**src/rtl/pc_ctrl_unit.sv**
```systemverilog
// pc_ctrl_unit: IF-stage PC control.
// Arbitrates redirects, load-use stalls and imem wait states.
module pc_ctrl_unit #(
  parameter logic [31:0] RESET_PC = 32'd0,
  parameter int          CNT_W    = 32
) (
  input  logic             clk,
  input  logic             rst,
  input  logic             imem_ready,
  input  logic [4:0]       id_rs,
  input  logic [4:0]       id_rt,
  input  logic             id_uses_rt,
  input  logic             id_jump,
  input  logic [31:0]      id_jump_target,
  input  logic             ex_mem_read,
  input  logic [4:0]       ex_rt,
  input  logic             ex_branch_taken,
  input  logic [31:0]      ex_branch_target,
  output logic             stall,
  output logic             jump_cs,
  output logic [31:0]      Next_pc,
  output logic             ifid_flush,
  output logic             idex_bubble,
  output logic [CNT_W-1:0] stall_count,
  output logic [CNT_W-1:0] redirect_count
);

  typedef enum logic {
    RUN,
    PEND
  } state_e;

  localparam logic [CNT_W-1:0] CNT_ONE =
    {{(CNT_W-1){1'b0}}, 1'b1};

  state_e           state_q, state_d;
  logic [31:0]      pend_target_q, pend_target_d;
  logic [CNT_W-1:0] stall_cnt_q, stall_cnt_d;
  logic [CNT_W-1:0] redir_cnt_q, redir_cnt_d;

  logic        load_use;
  logic        redir;
  logic [31:0] redir_tgt;

  // Hazard and redirect request decode from ID/EX.
  always_comb begin
    load_use = ex_mem_read && (ex_rt != 5'd0) &&
               ((ex_rt == id_rs) ||
                (id_uses_rt && (ex_rt == id_rt)));
    redir     = ex_branch_taken || id_jump;
    redir_tgt = ex_branch_taken ? ex_branch_target
                                : id_jump_target;
  end

  // PC control outputs and next-state selection.
  always_comb begin
    stall         = 1'b0;
    jump_cs       = 1'b0;
    Next_pc       = pend_target_q;
    ifid_flush    = 1'b0;
    idex_bubble   = 1'b0;
    state_d       = state_q;
    pend_target_d = pend_target_q;
    if (rst) begin
      jump_cs       = 1'b1;
      Next_pc       = RESET_PC;
      ifid_flush    = 1'b1;
      idex_bubble   = 1'b1;
      state_d       = RUN;
      pend_target_d = 32'd0;
    end else begin
      unique case (state_q)
        RUN: begin
          if (redir) begin
            ifid_flush  = 1'b1;
            idex_bubble = ex_branch_taken;
            if (imem_ready) begin
              jump_cs = 1'b1;
              Next_pc = redir_tgt;
            end else begin
              stall         = 1'b1;
              pend_target_d = redir_tgt;
              state_d       = PEND;
            end
          end else if (load_use) begin
            stall       = 1'b1;
            idex_bubble = 1'b1;
          end else begin
            stall = !imem_ready;
          end
        end
        PEND: begin
          ifid_flush = 1'b1;
          stall      = !imem_ready;
          jump_cs    = imem_ready;
          if (imem_ready) state_d = RUN;
        end
      endcase
    end
  end

  // Saturating performance counters.
  always_comb begin
    stall_cnt_d = stall_cnt_q;
    redir_cnt_d = redir_cnt_q;
    if (rst) begin
      stall_cnt_d = '0;
      redir_cnt_d = '0;
    end else begin
      if (stall && !(&stall_cnt_q))
        stall_cnt_d = stall_cnt_q + CNT_ONE;
      if (jump_cs && !(&redir_cnt_q))
        redir_cnt_d = redir_cnt_q + CNT_ONE;
    end
  end

  // State, pending target and counter registers.
  always_ff @(posedge clk) begin
    state_q       <= state_d;
    pend_target_q <= pend_target_d;
    stall_cnt_q   <= stall_cnt_d;
    redir_cnt_q   <= redir_cnt_d;
  end

  assign stall_count    = stall_cnt_q;
  assign redirect_count = redir_cnt_q;

endmodule

```
**config.mk**
```make
export PLATFORM = sky130hd
export DESIGN_NAME = pc_ctrl_unit
export DESIGN_NICKNAME = d
export VERILOG_FILES = /design/src/rtl/pc_ctrl_unit.sv
export SDC_FILE = /design/constraint.sdc
export NUM_CORES = 1
export LEC_CHECK = 0
export BUFFER_PORTS_ARGS = -buffer_cell sky130_fd_sc_hd__buf_2
export CORE_MARGIN = 8
export CORE_UTILIZATION = 50
export CTS_CLUSTER_SIZE = 28
export DETAILED_ROUTE_END_ITERATION = 10
export PLACE_DENSITY = 0.86
export RECOVER_POWER = 25
export SLEW_MARGIN = 20
export SYNTH_ARGS = -nofsm -noshare
export SYNTH_HDL_FRONTEND = slang
export SYNTH_SLANG_ARGS = --single-unit
```
**constraint.sdc**
```tcl
create_clock -name clk -period 2.95 [get_ports clk]
set_clock_uncertainty 0.05 [all_clocks]
set_input_delay 0.59 -clock clk [delete_from_list [all_inputs] [get_ports clk]]
set_output_delay 0.59 -clock clk [all_outputs]
set_load 0.03 [all_outputs]
```
[Word-level counts from Yosys, hierarchy flattened]
Index checks and enable logic that the tools add are counted.
Widths: inputs -> output; s select.
Storage, ports and cells
  input port bits: 86
  word-level logic and storage cells: 47
  register bits: 97
Cells by class
  equality and inequality tests: 2
  bitwise operators: 2
  reduce and logical (&&, ||, !) cells: 14
  add/sub/neg operators: 2
  mux-type cells: 23
Operators by type and width (count)
  $mux 32: 5
  $add 32x1->32 const B: 2
  $reduce_and 32->1: 2
  $mux 1: 14
  $eq 5x5->1: 2
  $pmux 1 s2: 4
  $logic_and 1x1->1: 5
  $reduce_bool 5->1: 1
  $logic_not 1->1: 3
  $reduce_and 3->1: 1
  $logic_or 1x1->1: 2
  $not 1->1: 2

[Logic depth before layout (Yosys ltp)]
Gate-level depths: netlist of run 1.
  depth in word-level cells: 9
  mapped depth: 10

[Worst setup path after synthesis of run 1]
OpenSTA, ideal clock, no wires.
  path kind: input-to-output
  from: in ex_branch_taken
  to: out Next_pc[10]
  data arrival time: 2.315 ns
  path slack: -0.005 ns
  required time: 2.310 ns
  stages: 7
  path through: buf_6 -> nor2_1 -> nor3b_1 -> clkbuf_1 -> clkbuf_1 -> nor2_1 -> a211oi_1
On the way
  word-level cells in the longest chain between the ends: 5
  elaborated cells on any way between the ends: 6
  classes of those cells: mux: 5; reduce/logical: 1
RTL lines
  start, declared: RTL line 17  | input logic ex_branch_taken,
  $mux 32: RTL line 51  | redir_tgt = ex_branch_taken ? ex_branch_target
  $mux 32: RTL line 77  | if (imem_ready) begin
  $mux 32 (*): RTL line 74  | if (redir) begin
  $mux 32 (*): RTL line 72  | unique case (state_q)
  $mux 32 (*): RTL line 64  | if (rst) begin
  end, declared: RTL line 21  | output logic [31:0] Next_pc,
Every way passes the cells marked *; elsewhere a longest branch is shown, timed or not.

[Final worst setup path of run 1]
  from: in ex_rt[3]
  to: out idex_bubble
On the way
  word-level cells in the longest chain between the ends: 8
  elaborated cells on any way between the ends: 11
  classes of those cells: eq/ne: 2; mux: 4; reduce/logical: 5
RTL lines
  start, declared: RTL line 16  | input logic [4:0] ex_rt,
  $eq 5x5->1: RTL line 49  | (id_uses_rt && (ex_rt == id_rt)));
  $logic_and 1x1->1: RTL line 49
  $logic_or 1x1->1: RTL line 48  | ((ex_rt == id_rs) ||
  $logic_and 1x1->1 (*): RTL line 47  | load_use = ex_mem_read && (ex_rt != 5'd0) &&
  $mux 1 (*): RTL line 85  | end else if (load_use) begin
  $mux 1 (*): RTL line 74
  $mux 1 (*): RTL line 72
  $mux 1 (*): RTL line 64
  end, declared: RTL line 23  | output logic idex_bubble,
Marked as above.

==> results of run 1 <==
## cell families (layout without fill, tap and decap cells)
| group | count (synthesis) | count (layout) |
|---|---|---|
| other cells | 0 | 1 |
| mux | 38 | 38 |
| buf+inv | 49 | 219 |
| xor+xnor | 34 | 34 |
| flops | 97 | 97 |
| fa+ha+maj | 2 | 2 |
| simple gates | 260 | 260 |
| compound gates | 138 | 138 |
## registers in the layout (all words and copies together) (netlist names)
signal	flops
redirect_count	32
stall_count	32
pend_target_q	32
state_q	1
## worst max path at each step
stage / cells past startpoint / slack [ns] / from / to
3_5_place_dp: 7 / 0.03 / ex_rt[1] / stall
4_1_cts: 7 / 0.02 / ex_rt[1] / stall
6_report: 8 / 0.18 / ex_rt[3] / idex_bubble
2_1_floorplan: 4 / 0.17 / ex_branch_taken / Next_pc[2]
5_1_grt: 8 / 0.04 / ex_rt[3] / idex_bubble
3_3_place_gp: 7 / 0.03 / ex_rt[1] / stall
## area by class of cell
cell class                 count  area, sq um  share of cell area (%)
inverter                       6         22.5                   0.345
clock inverter                 5         78.8                    1.21
tap                          136          170                    2.60
sequential                    97         1940                    29.7
antenna                        1         2.50                  0.0383
timing repair buffer         198         1040                    15.9
clock buffer                  10          138                    2.11
multi-input combinational    472         3150                    48.1
## timing repair
item,in CTS,in global routing
hold buffers,0,0
gates resized for setup,0,1
hold endpoints to repair,0,0
endpoints found under the setup margin,0,1
## worst max-delay path, cell delays in order
cell	delay, ns
buf_2	0.12
xor2_1	0.17
nor4_1	0.33
a32oi_1	0.26
nor3_1	0.18
nor2_1	0.06
o21ai_0	0.17
buf_2	0.24
## Yosys cell counts (11+ instances only)
cell type,instances,area [sq um]
o31ai_1,16,120
mux2i_1,36,360
nand3_1,29,145
nand4_1,22,138
xnor2_1,12,105
or4_1,19,143
dfxtp_1,97,1940
clkbuf_1,37,139
a21oi_1,28,140
nand2_1,21,78.8
and3_1,11,68.8
a211oi_1,66,495
nor3_1,15,75.1
xor2_1,22,193
nor2_1,103,387
## where the power goes
group	switching, mW	total, mW	internal, mW
Combinational	0.334	0.525	0.191
Clock	0.454	0.951	0.496
Sequential	0.0269	1.38	1.35
## through the flow
stage                     setup slack [ns]  hold WS [ns]  instance area, sq um  util (%)
after floorplan                      0.171         0.428                  5290         -
after global placement              0.0340         0.424                  6350      62.6
after detailed placement            0.0289         0.430                  6350      62.6
after CTS                           0.0243         0.423                  6560      64.7
after global routing                0.0445         0.425                  6540      64.5
final                                0.180         0.439                  6540      64.5
## metal layers
metal	part of all wire [%]	track usage, %
met2	48	36.0
met1	40	24.0
met3	8.6	8.35
met5	0	0
met4	3.1	10.3
==> flow_summary_export.csv, run 1 <==
group,metric,value,unit
global_routing,grt_pass1_vias,5364,
clocking,cts_sinks,97,
power_and_ir_drop,p_per_area,437,nW/um^2
sta,final_hold_viol_count,0,
clocking,clk_pin_slew,0.09,ns
final_layout,layout_common_cells,"buf_2 (165), nor2_1 (103), dfxtp_1 (97)",
synth,syn-num-nets,706,
critical_path,critPathMaxFanout,3,
synth,synth_top_family_by_area,"simple AND/OR/NAND/NOR gates",
synth,yosys.area_share.simple,25.9,%
clocking,clockBufferDepth,2,
sta,setup_violations,0,
place,numPortBuffers,185,
floorplan,boundaryPins,186,
critical_path,worst-r2r-cell-count,8,
synth,synth_xor_area_share,5.79,%
synth,synth_fa_ha_area_share,0.486,%
place,dp.cells,909,
power_and_ir_drop,vdd.ir_drop.worst,0.195,mV
routing,vias,5413,
synth,synth_ff_type,"dfxtp_1",
critical_path,timing.rr.end,"stall_count[31]",
routing,wirelength,15400,um
worst_hold_path,holdPathEnd,"state_q",
synth,muxShareOfSynthArea,7.44,%
synth,yosysWarnings,0,
critical_path,start_kind,"primary input",
synth,ys_types,45,
critical_path,critPathRequiredTime,2.31,ns
clocking,cts_inserted_buffers,9,
sta,slew-limit-headroom,22.0,%
critical_path,r2r_start,"stall_count[0]",
floorplan,start_util,50.7,%
place,post-dp-hpwl,11700,um
outcome,status,"finished clean",
synth,synth_compound_area_share,18.6,%
final_layout,drive_gt1_share,29.3,%
final_layout,fin_nets,872,
sta,tightest_slew,1.17,ns
power_and_ir_drop,total_power,2.85,mW
synth,yosysSeqAreaShare,37.7,%
sta,min_period,2.77,ns
routing,drtIter0Drc,534,
worst_hold_path,min_from,"imem_ready",
synth,syn_area_per_cell,8.33,sq um
sta,rsz0062_at_grt,"false",
floorplan,fp.dieArea,13800,sq um
final_layout,layout_commonest_cell,"buf_2",
worst_hold_path,hold_depth,2,
floorplan,rows,37,
synth,synth_area,5140,sq um
clocking,cts_tree,"yes",
clocking,htree_levels,3,
final_layout,syn2layout_area_growth,27.0,%
routing,routed_via_density,5.85,
global_routing,grt_antenna_before_repair,1,
sta,timing.final.crit_share,93.9,%
routing,drc,0,
synth,synth-edff-count,0,
flow_run,drv_cap,0,
global_routing,grt_pass1_wl,25600,um
sta,clock.fmax,361,MHz
clocking,clockRootBuffer,"clkbuf_8",
clocking,post_cts_buffers,0,
synth,ys_ff_latch,97,
sta,final_max_slew_viol_count,0,
routing,ant_nets,0,
final_layout,nFillCells,830,
critical_path,end_kind,"output port",
routing,wl_per_cell,16.7,um
critical_path,ff2ff_setup_slack,0.43,ns
floorplan,die_w,117,um
critical_path,path_class,"in2out",
synth,async_flop_share,0,%
final_layout,finalNonFillerCells,925,
floorplan,core,10100,sq um
synth,synthCells,618,
global_routing,grt_max_degree,112,
clocking,worstSkewPairLatency,0.36,ns
global_routing,grt_overflow_total,0,
sta,timing.setup.tns,0,ns
power_and_ir_drop,p_leak,2.63,nW
floorplan,die_y,117,um
global_routing,grt_usage,21.7,%
worst_hold_path,holdCritPathClass,"in2reg",
routing,dr.pass1.iters,5,
place,gp_congestion,0.851,
critical_path,crit_arrival,2.13,ns
(Power assumes the default switching activity.)
==> run 2, diff against run 1 <==
- ABC_AREA: default -> 1
- CORE_UTILIZATION: 50 -> 53
- PLACE_DENSITY: 0.86 -> 0.88
==> run 2 against run 1 <==
Largest power group unchanged. Via count up 28%. Register-to-register slack better by 0.20 ns. Global-route usage up 2.1 points. Synthesized area grew 20%. Setup slack better by 0.21 ns. Clock power increased by 36%. Final area grew 14%.
==> flow_summary_export.csv, run 2 <==
group,metric,value,unit
final_layout,syn2layout_area_growth,20.1,%
sta,rsz0062_at_grt,"false",
critical_path,path_class,"in2out",
floorplan,boundaryPins,186,
routing,wirelength,18500,um
outcome,status,"finished clean",
final_layout,fin_util,65.2,%
final_layout,layout_commonest_cell,"nand2_1",
final_layout,fin_nets,1208,
final_layout,antenna_cells,0,
global_routing,grt_overflow_total,0,
clocking,worstSkewPairLatency,0.35,ns
synth,yosysSeqAreaShare,31.3,%
synth,ys_ff_latch,97,
synth,synth_top_area_share,31.3,%
place,gp_congestion,0.989,
sta,setup_violations,0,
place,numPortBuffers,185,
clocking,cts_tree,"yes",
critical_path,crit_arrival,1.92,ns
synth,yosysWarnings,0,
flow_run,drv_cap,0,
power_and_ir_drop,vdd.ir_drop.worst,0.291,mV
sta,timing.setup.tns,0,ns
sta,slew-limit-headroom,30.5,%
floorplan,rows,39,
final_layout,layout_common_cells,"nand2_1 (279), buf_2 (163), a21oi_1 (124)",
synth,synthTopCellsByCount,"nand2_1 (279), a21oi_1 (124), dfxtp_1 (97), nor2_1 (92), inv_1 (75)",
synth,synth_area_leaders,"dfxtp_1 (31%), nand2_1 (17%), a21oi_1 (10%)",
synth,synth_ff_type,"dfxtp_1",
critical_path,start_kind,"primary input",
sta,final_hold_viol_count,0,
sta,min_period,2.56,ns
synth,synth.most_common_cell,"nand2_1",
routing,drtIter0Drc,596,
worst_hold_path,min_from,"pend_target_q[5]",
clocking,clockBufferDepth,2,
clocking,hold_buffers,0,
clocking,cts_inserted_buffers,9,
sta,final_max_slew_viol_count,0,
floorplan,core,11400,sq um
critical_path,r2r_start,"redirect_count[0]",
synth,synth_top_area_cell,"dfxtp_1",
floorplan,start_util,54.3,%
synth,synth_area,6190,sq um
routing,vias,6909,
critical_path,startpoint,"ex_branch_taken",
sta,timing.final.crit_share,86.7,%
global_routing,grt_pass1_wl,30000,um
global_routing,grt_max_degree,65,
clocking,post_cts_buffers,0,
floorplan,die_w,124,um
sta,clock.fmax,391,MHz
worst_hold_path,holdCritPathClass,"reg2reg",
worst_hold_path,hold_depth,2,
routing,drc,0,
sta,tightest_slew,1.04,ns
synth,syn_area_per_cell,6.45,sq um
critical_path,critPathMaxFanout,33,
clocking,post_cts_resized,0,
clocking,htree_levels,3,
floorplan,die_y,124,um
global_routing,grt_pass1_vias,6434,
critical_path,worst-r2r-cell-count,10,
synth,synth-edff-count,0,
place,post-dp-hpwl,13800,um
synth,async_flop_share,0,%
clocking,cts_sinks,97,
routing,dr.pass1.iters,7,
clocking,clk_pin_slew,0.06,ns
critical_path,critPathRequiredTime,2.31,ns
floorplan,fp.dieArea,15400,sq um
clocking,clockRootBuffer,"clkbuf_16",
routing,wl_per_cell,14.6,um
routing,routed_via_density,5.45,
critical_path,end_kind,"output port",
synth,syn-num-nets,1049,
global_routing,grt_antenna_before_repair,0,
power_and_ir_drop,p_leak,3.11,nW
synth,ys_types,28,
power_and_ir_drop,p_per_area,426,nW/um^2
synth,synthCells,961,
global_routing,grt_usage,23.8,%
final_layout,drive_gt1_share,21.0,%
final_layout,nFillCells,1088,
routing,ant_nets,0,
-- run 2: final cells by class --
| class | instances | area [sq um] | share of cell area [%] |
|---|---|---|---|
| timing repair buffer | 197 | 986 | 13.3 |
| clock buffer | 11 | 253 | 3.40 |
| sequential | 97 | 1940 | 26.1 |
| multi-input combinational | 738 | 3710 | 49.9 |
| clock inverter | 5 | 77.6 | 1.04 |
| tap | 143 | 179 | 2.40 |
| inverter | 77 | 289 | 3.88 |
-- run 2: logic make-up (layout without fill, tap and decap cells) --
logic type	Yosys count	in the layout	share of synthesized area, %
DFF	97	97	31.3
buffers and inverters	126	290	8.64
muxes	32	32	5.82
AOI/OAI and AO/OA	196	196	15.9
adders and majority gates	2	2	0.404
xor gates and xnor gates	39	39	5.51
and+or+nand+nor	469	469	32.4
-- run 2: critical path, stage by stage --
cell and delay [ns]:
buf_2 0.09, buf_4 0.38, mux2_2 0.39, o21ai_0 0.19
a21oi_1 0.07, buf_2 0.18
-- run 2: power breakdown --
part | total [mW] | internal, mW | switching [mW]
registers | 1.37 | 1.35 | 0.0172
clock network | 1.29 | 0.786 | 0.507
logic | 0.509 | 0.171 | 0.338
total | 3.17 | 2.31 | 0.862
-- run 2: routing by layer --
layer	global-route usage, %	part of all wire (%)	wire length, um
met3	6.07	8.7	1610
met5	0	0	0
met1	29.1	41	7600
met2	38.9	47	8750
met4	10.6	3.0	555
-- run 2: path summary, 6_finish.rpt --
kind                  endpoint  slack [ns]
min           pend_target_q[5]        0.41
max reg2reg  redirect_count[9]        0.63
max                Next_pc[28]        0.39
min reg2reg   pend_target_q[5]        0.41
-- run 2: through the flow --
stage	hold WS [ns]	instance area, sq um	total power [mW]	instances	setup slack [ns]
after global routing	0.420	7440	3.30	1268	0.290
after CTS	0.406	7470	3.20	1268	0.395
final	0.406	7440	3.17	1268	0.393
after floorplan	0.380	6190	1.75	961	0.318
after detailed placement	0.396	7140	1.91	1252	0.401
after global placement	0.389	7140	1.90	1252	0.439
